**config.mk**
```make
export PLATFORM = sky130hd
export DESIGN_NAME = machine_ctrl
export DESIGN_NICKNAME = d
export VERILOG_FILES = /design/src/rtl/cpu_pkg.sv /design/src/rtl/op_class_dec.sv /design/src/rtl/machine_ctrl.sv
export SDC_FILE = /design/constraint.sdc
export NUM_CORES = 1
export LEC_CHECK = 0
export ABC_AREA = 1
export CORE_MARGIN = 2
export CORE_UTILIZATION = 34
export CTS_CLUSTER_SIZE = 24
export DETAILED_ROUTE_END_ITERATION = 12
export PLACE_DENSITY = 0.72
export SKIP_CTS_REPAIR_TIMING = 1
export SYNTH_ARGS = -nofsm -noshare
export SYNTH_HDL_FRONTEND = slang
export SYNTH_HIERARCHICAL = 1
export SYNTH_SLANG_ARGS = --single-unit
```
**constraint.sdc**
```tcl
create_clock -name clk -period 1.1 [get_ports clk]
set_input_delay 0.165 -clock clk [delete_from_list [all_inputs] [get_ports clk]]
set_output_delay 0.165 -clock clk [all_outputs]
set_load 0.02 [all_outputs]
```
**src/rtl/cpu_pkg.sv**
```systemverilog
// Shared constants for the 8-bit RISC CPU: opcodes, sequencer states and the strobe bundle.
package cpu_pkg;

  typedef enum logic [2:0] {
    OpHlt  = 3'b000,
    OpSkz  = 3'b001,
    OpAdd  = 3'b010,
    OpAndd = 3'b011,
    OpXorr = 3'b100,
    OpLda  = 3'b101,
    OpSto  = 3'b110,
    OpJmp  = 3'b111
  } opcode_e;

  typedef enum logic [3:0] {
    StIdle = 4'd0,
    StS0   = 4'd1,
    StS1   = 4'd2,
    StS2   = 4'd3,
    StS3   = 4'd4,
    StS4   = 4'd5,
    StS5   = 4'd6,
    StS6   = 4'd7,
    StS7   = 4'd8,
    StHalt = 4'd9
  } state_e;

  typedef struct packed {
    logic load_ir;
    logic inc_pc;
    logic load_pc;
    logic load_acc;
    logic rd;
    logic wr;
    logic datactl_ena;
    logic alu_c;
    logic halt;
  } ctrl_t;

endpackage

```
**src/rtl/op_class_dec.sv**
```systemverilog
// Combinational classification of the latched opcode into instruction classes.
module op_class_dec
  import cpu_pkg::*;
(
  input  logic [2:0] op,
  output logic       is_alu,
  output logic       is_sto,
  output logic       is_jmp,
  output logic       is_skz,
  output logic       is_hlt
);

  opcode_e op_e;
  assign op_e = opcode_e'(op);

  assign is_alu = op_e inside {OpAdd, OpAndd, OpXorr, OpLda};
  assign is_sto = (op_e == OpSto);
  assign is_jmp = (op_e == OpJmp);
  assign is_skz = (op_e == OpSkz);
  assign is_hlt = (op_e == OpHlt);

endmodule

```
**src/rtl/machine_ctrl.sv**
```systemverilog
// Instruction sequencer: steps each instruction through S0..S7 and drives registered strobes.
module machine_ctrl
  import cpu_pkg::*;
(
  input  logic       clk,
  input  logic       reset,
  input  logic       ena,
  input  logic [2:0] opcode,
  input  logic       zero,
  output logic       load_ir,
  output logic       inc_pc,
  output logic       load_pc,
  output logic       load_acc,
  output logic       rd,
  output logic       wr,
  output logic       datactl_ena,
  output logic       alu_c,
  output logic       halt,
  output logic [3:0] state_o
);

  state_e  state_q, state_d;
  opcode_e op_q, op_d;
  logic    zero_q, zero_d;
  ctrl_t   ctrl_q, ctrl_d;
  logic    is_alu, is_sto, is_jmp, is_skz, is_hlt;

  op_class_dec u_op_class_dec (
    .op     (op_q),
    .is_alu (is_alu),
    .is_sto (is_sto),
    .is_jmp (is_jmp),
    .is_skz (is_skz),
    .is_hlt (is_hlt)
  );

  always_ff @(posedge clk) begin
    if (reset) begin
      state_q <= StIdle;
      op_q    <= OpHlt;
      zero_q  <= 1'b0;
      ctrl_q  <= '0;
    end else begin
      state_q <= state_d;
      op_q    <= op_d;
      zero_q  <= zero_d;
      ctrl_q  <= ctrl_d;
    end
  end

  always_comb begin
    state_d = state_q;
    if (state_q == StHalt) begin
      state_d = StHalt;
    end else if (!ena) begin
      state_d = StIdle;
    end else begin
      unique case (state_q)
        StIdle:  state_d = StS0;
        StS0:    state_d = StS1;
        StS1:    state_d = StS2;
        StS2:    state_d = StS3;
        StS3:    state_d = is_hlt ? StHalt : StS4;
        StS4:    state_d = StS5;
        StS5:    state_d = StS6;
        StS6:    state_d = StS7;
        StS7:    state_d = StS0;
        default: state_d = StIdle;
      endcase
    end
  end

  // Captures only on the real transitions, so aborted instructions leave them untouched.
  always_comb begin
    op_d   = (state_q == StS1 && state_d == StS2) ? opcode_e'(opcode) : op_q;
    zero_d = (state_q == StS4 && state_d == StS5) ? zero : zero_q;
  end

  // Outputs are decoded from the next state so they are high exactly while in that state.
  always_comb begin
    ctrl_d = '0;
    unique case (state_d)
      StS0, StS1: begin
        ctrl_d.rd      = 1'b1;
        ctrl_d.load_ir = 1'b1;
        ctrl_d.inc_pc  = 1'b1;
      end
      StS4: begin
        if (is_alu)      ctrl_d.rd          = 1'b1;
        else if (is_sto) ctrl_d.datactl_ena = 1'b1;
        else if (is_jmp) ctrl_d.load_pc     = 1'b1;
      end
      StS5: begin
        if (is_alu) begin
          ctrl_d.rd    = 1'b1;
          ctrl_d.alu_c = 1'b1;
        end else if (is_sto) begin
          ctrl_d.datactl_ena = 1'b1;
          ctrl_d.wr          = 1'b1;
        end else if (is_jmp) begin
          ctrl_d.load_pc = 1'b1;
        end else if (is_skz) begin
          ctrl_d.inc_pc = zero_d;
        end
      end
      StS6: begin
        if (is_alu) begin
          ctrl_d.rd       = 1'b1;
          ctrl_d.load_acc = 1'b1;
        end else if (is_sto) begin
          ctrl_d.datactl_ena = 1'b1;
        end else if (is_skz) begin
          ctrl_d.inc_pc = zero_d;
        end
      end
      StHalt:  ctrl_d.halt = 1'b1;
      default: ctrl_d = '0;
    endcase
  end

  assign load_ir     = ctrl_q.load_ir;
  assign inc_pc      = ctrl_q.inc_pc;
  assign load_pc     = ctrl_q.load_pc;
  assign load_acc    = ctrl_q.load_acc;
  assign rd          = ctrl_q.rd;
  assign wr          = ctrl_q.wr;
  assign datactl_ena = ctrl_q.datactl_ena;
  assign alu_c       = ctrl_q.alu_c;
  assign halt        = ctrl_q.halt;
  assign state_o     = state_q;

endmodule
```
; ---- Word level (Yosys, flattened, before mapping)
; Cells that the tools add are included.
[totals]
register_bits = 17
output_inout_bits = 13
[op_classes]
n_eq_ne = 23
mux = 26
n_bitwise = 2
n_reduce_logical = 12
[ops]
columns = op, n
row1 = $pmux 4 s8, 1
row2 = $eq 4x3->1 const B, 7
row3 = $eq 4x2->1 const B, 4
row4 = $mux 1, 14
row5 = $eq 3x3->1 const B, 4
row6 = $eq 4x4->1 const B, 3
row7 = $mux 4, 3
row8 = $reduce_or 2->1, 6
row9 = $eq 4x1->1 const B, 2
row10 = $mux 2, 4
row11 = $eq 3x2->1 const B, 2
row12 = $pmux 1 s3, 2
row13 = $logic_not 4->1, 1
row14 = $pmux 1 s2, 2
row15 = $reduce_bool 4->1, 1
row16 = $eq 3x1->1 const B, 1
row17 = $logic_not 3->1, 1
row18 = $reduce_or 3->1, 1
row19 = $logic_and 1x1->1, 2
row20 = $not 1->1, 2

; ---- Depth between registers and ports, before layout
[logic_depth]
word_depth = 13
ltp_mapped = 11
ltp_nobuf = 11

; ---- Cells and area by module
; The synthesis kept the hierarchy.
[modules_own_cells]
columns = module, n_inst, cells_each, area_each_um2, seq_area_each_um2
row1 = machine_ctrl, 1, 110, 807.0, 340.3
row2 = op_class_dec, 1, 12, 45.0, 0.0

; ---- Least setup slack after synthesis
; OpenSTA, ideal clock, no wires.
[synth_timing]
path_kind = reg-to-reg
startpoint = reg state_q[0], in the netlist state_o[0]
endpoint = reg op_q[0]
setup_ns = 0.110
arrival_time_ns = 1.276
slack_ns = -0.286
path_stages_with_launch = 10
n_path_buf = 0
cell_sequence = dfxtp_1 -> nor2_1 -> nand2_1 -> nand2_1 -> a21oi_2 -> nor2_4 -> nand2_2 -> nand2_1 -> inv_1 -> nor2_2
[synth_between]
elab_chain_cells = 7
word_cells_on_any_way = 16
classes_between = eq/ne (10) / mux (3) / reduce/logical (3)
[synth_lines]
columns = element, line_no
row1 = from (decl), machine_ctrl.sv:22  ; state_e state_q, state_d;
row2 = from (signal assigned), machine_ctrl.sv:39  ; state_q <= StIdle;
row3 = from (signal assigned), machine_ctrl.sv:44  ; state_q <= state_d;
row4 = $eq 4x4->1 or $logic_not 4->1 (tied branches), machine_ctrl.sv:58  ; unique case (state_q)
row5 = $reduce_or 2->1 (no source line), --
row6 = $pmux 4 s8, machine_ctrl.sv:58
row7 = $mux 4, machine_ctrl.sv:55  ; end else if (!ena) begin
row8 = $mux 4, machine_ctrl.sv:53  ; if (state_q == StHalt) begin
row9 = $eq 4x2->1, machine_ctrl.sv:75  ; op_d = (state_q == StS1 && state_d == StS2) ? opcode_e'(opcode) : op_q;
row10 = $logic_and 1x1->1 (*), machine_ctrl.sv:75
row11 = to (signal assigned), machine_ctrl.sv:40  ; op_q <= OpHlt;
row12 = to (signal assigned), machine_ctrl.sv:45  ; op_q <= op_d;
row13 = to (decl), machine_ctrl.sv:23  ; opcode_e op_q, op_d;
; Every way passes the cells marked *; elsewhere a longest branch is shown, timed or not.
; A chain may end at the register's enable or synchronous reset.

; ---- Worst setup path after layout
[layout_timing]
startpoint = reg state_q[3], in the netlist state_o[3]
endpoint = reg ctrl_q, in the netlist load_acc
[layout_between]
elab_chain_cells = 8
word_cells_on_any_way = 17
classes_between = eq/ne (10) / mux (3) / bitwise (1) / reduce/logical (3)
[layout_lines]
columns = element, line_no
row1 = $eq 4x4->1 or $logic_not 4->1 (tied branches), machine_ctrl.sv:58
row2 = $reduce_or 2->1 (no source line), --
row3 = $pmux 4 s8, machine_ctrl.sv:58
row4 = $mux 4, machine_ctrl.sv:55
row5 = $mux 4 (*), machine_ctrl.sv:53
row6 = $eq 4x3->1 (*), machine_ctrl.sv:82  ; unique case (state_d)
row7 = $not 1->1 (no source line) (*), --
row8 = $reduce_or 2->1 (no source line) (*), --
row9 = to (signal assigned), machine_ctrl.sv:47  ; ctrl_q <= ctrl_d;
row10 = to (decl), machine_ctrl.sv:25  ; ctrl_t ctrl_q, ctrl_d;
; Marked as above.

==> out/metrics.cfg <==
[placement]
io_buffers = 19
hpwl_um = 1460
dp_cells = 190
gp_congestion = 0.798

[routing]
wirelength_um = 2250
final_antenna_net_count = 0
drtIter0Drc = 23
wl_per_cell_um = 11.2
vias = 915
firstDrtPassIters = 4
viasPerCell = 4.55
drc = 0

[timing]
period_share_pct = 123
hold_viol = 0
worst_clock_skew_ns = 0.00619
fin_crit_ns = 1.35
rsz0062_at_grt = true
worst_slack_ns = -0.250
worst_pin_slew_ns = 0.379
slew_headroom_pct = 74.5
maxSlewViolCount = 0
fin_setup_tns_ns = -2.52
fmax_ghz = 0.741
setup_viol = 15

[clock_tree]
clkTransAtPathRegs_ns = 0.10
clkSinkCount = 17
cts_tree = yes
htree_levels = 1
cts_made_buffers = 3
cts-root-buf = clkbuf_4
cts_buffer_depth = 2
clock_latency_ns = 0.30

[cells_and_area]
seq_area_um2 = 358
multi_input_area_um2 = 538
drive_gt1_share_pct = 55.6
diodes = 0
area_delta_synth_final_pct = 71.4
n_fill_cell = 204
final_common_cell = buf_4
final_cell_mix = 22 x buf_4, 17 x nand2_2, 15 x nand2_1
instances_no_fill = 201
fin_nets = 179

[global_route]
grt_start_max_net_pins = 10
grt.overflow.total = 0
grt_pass1_wl_um = 3100
antenna_found_initial = 0
grt_usage_pct = 15.1
grt_pass1_vias = 741

[yosys]
avgSynthCellArea_um2 = 6.98
syn_area_um2 = 852
yosys.cell_types.count = 18
yosysSeqAreaShare_pct = 39.9
ys_seq_elements = 17
syn_nets = 129
synth_cells = 122
yosysWarnings = 6

[power_and_ir_drop]
p_leak_nw = 0.812
p_per_area_nw_per_um2 = 868
ir_drop_uv = 663

[worst_setup_path]
startpoint_type = flip-flop
crit_type = flip-flop to flip-flop
crit_required_ns = 1.34
arrival_ns = 1.59
end_kind = flip-flop
crit_path_max_fanout = 7

[die]
dieArea_um2 = 2920
die_y_um = 54.1
rows = 18
design.core.area_um2 = 2430
num_io_pins = 20
start_util_pct = 35.0
dieWidth_um = 54.1

[status]
status = finished, violations left
violations = setup timing

[run]
cap_viol_max_count = 0

[min_path]
hp-class = primary input to flip-flop

==> per-stage QoR <==
step           hold WS [ns]  utilization (%)  worst slack [ns]  area (um^2)  total power, W
2_1_floorplan         0.228                -           -0.0714          877        0.000767
3_3_place_gp          0.459             51.3            -0.427         1250        0.000872
3_5_place_dp          0.464             51.3            -0.462         1250        0.000877
4_1_cts               0.470             52.4            -0.397         1270         0.00122
5_1_grt               0.368             60.0            -0.322         1460         0.00133
6_report              0.367             60.0            -0.250         1460         0.00127
==> critical path, cell delays in order (launching register included) <==
cell and delay, ns:
dfxtp_4 0.42, nand4_1 0.20, inv_2 0.13, a21oi_4 0.05, nor2_4 0.18, buf_4 0.14, nand3_1 0.06, nor2_1 0.10
==> cell families after synthesis <==
kind of cell,after synthesis,synth area share [%]
buffers and inverters,24,10.6
DFF,17,39.9
AOI/OAI and AO/OA,4,2.79
and+or+nand+nor,77,46.7
==> where the power goes <==
part | leakage [nW] | switching, W | total, W | internal [W]
Clock | 0.0150 | 0.000201 | 0.000343 | 0.000141
Combinational | 0.655 | 0.000150 | 0.000282 | 0.000133
Sequential | 0.142 | 0.0000157 | 0.000643 | 0.000627
==> layer usage <==
layer / share of wire (%) / wire, um / track usage, % / vias up
met5: 0 / 0 / 0 / -
met4: 2.5 / 56 / 10.0 / 0
met3: 4.2 / 95 / 1.67 / 5
met2: 50 / 1110 / 23.2 / 24
met1: 44 / 981 / 19.8 / 412
li1: - / - / - / 474
==> final timing paths <==
| check | slack [ns] | end | startpoint | cells past startpoint |
|---|---|---|---|---|
| worst max-delay path | -0.25 | load_acc | state_o[3] | 7 |
| worst min-delay path | 0.37 | load_pc | ena | 4 |
| worst max register to register | -0.25 | load_acc | state_o[3] | 7 |
| worst min register to register | 0.47 | zero_q | zero_q | 2 |
==> area by class of cell <==
type	count	area share (%)
tap	30	2.57
multi-input combinational	81	36.8
timing repair buffer	45	27.8
inverter	24	6.51
sequential	17	24.5
clock buffer	4	1.80
==> synth_stat cells <==
library cell | instances | area [um^2]
clkinv_1 | 1 | 3.75
nand3b_4 | 1 | 20.0
nor2_2 | 3 | 18.8
inv_1 | 21 | 78.8
a21oi_2 | 1 | 8.76
nand3_1 | 11 | 55.1
o21ai_1 | 1 | 5.00
nor3_2 | 2 | 20.0
nor2_4 | 3 | 33.8
nor4_4 | 1 | 21.3
inv_2 | 2 | 7.51
dfxtp_1 | 17 | 340
nor3_1 | 1 | 5.00
nand4_1 | 3 | 18.8
nand2_1 | 32 | 120
a21oi_1 | 2 | 10.0
nand2_2 | 4 | 25.0
nor2_1 | 16 | 60.1
==> sequential cells by signal, summed over array words and instances (netlist names) <==
signal       count
state_o          4
op_q             3
alu_c            1
datactl_ena      1
halt             1
inc_pc           1
load_acc         1
load_ir          1
load_pc          1
rd               1
wr               1
zero_q           1
Power figures use the tool's default switching activity.
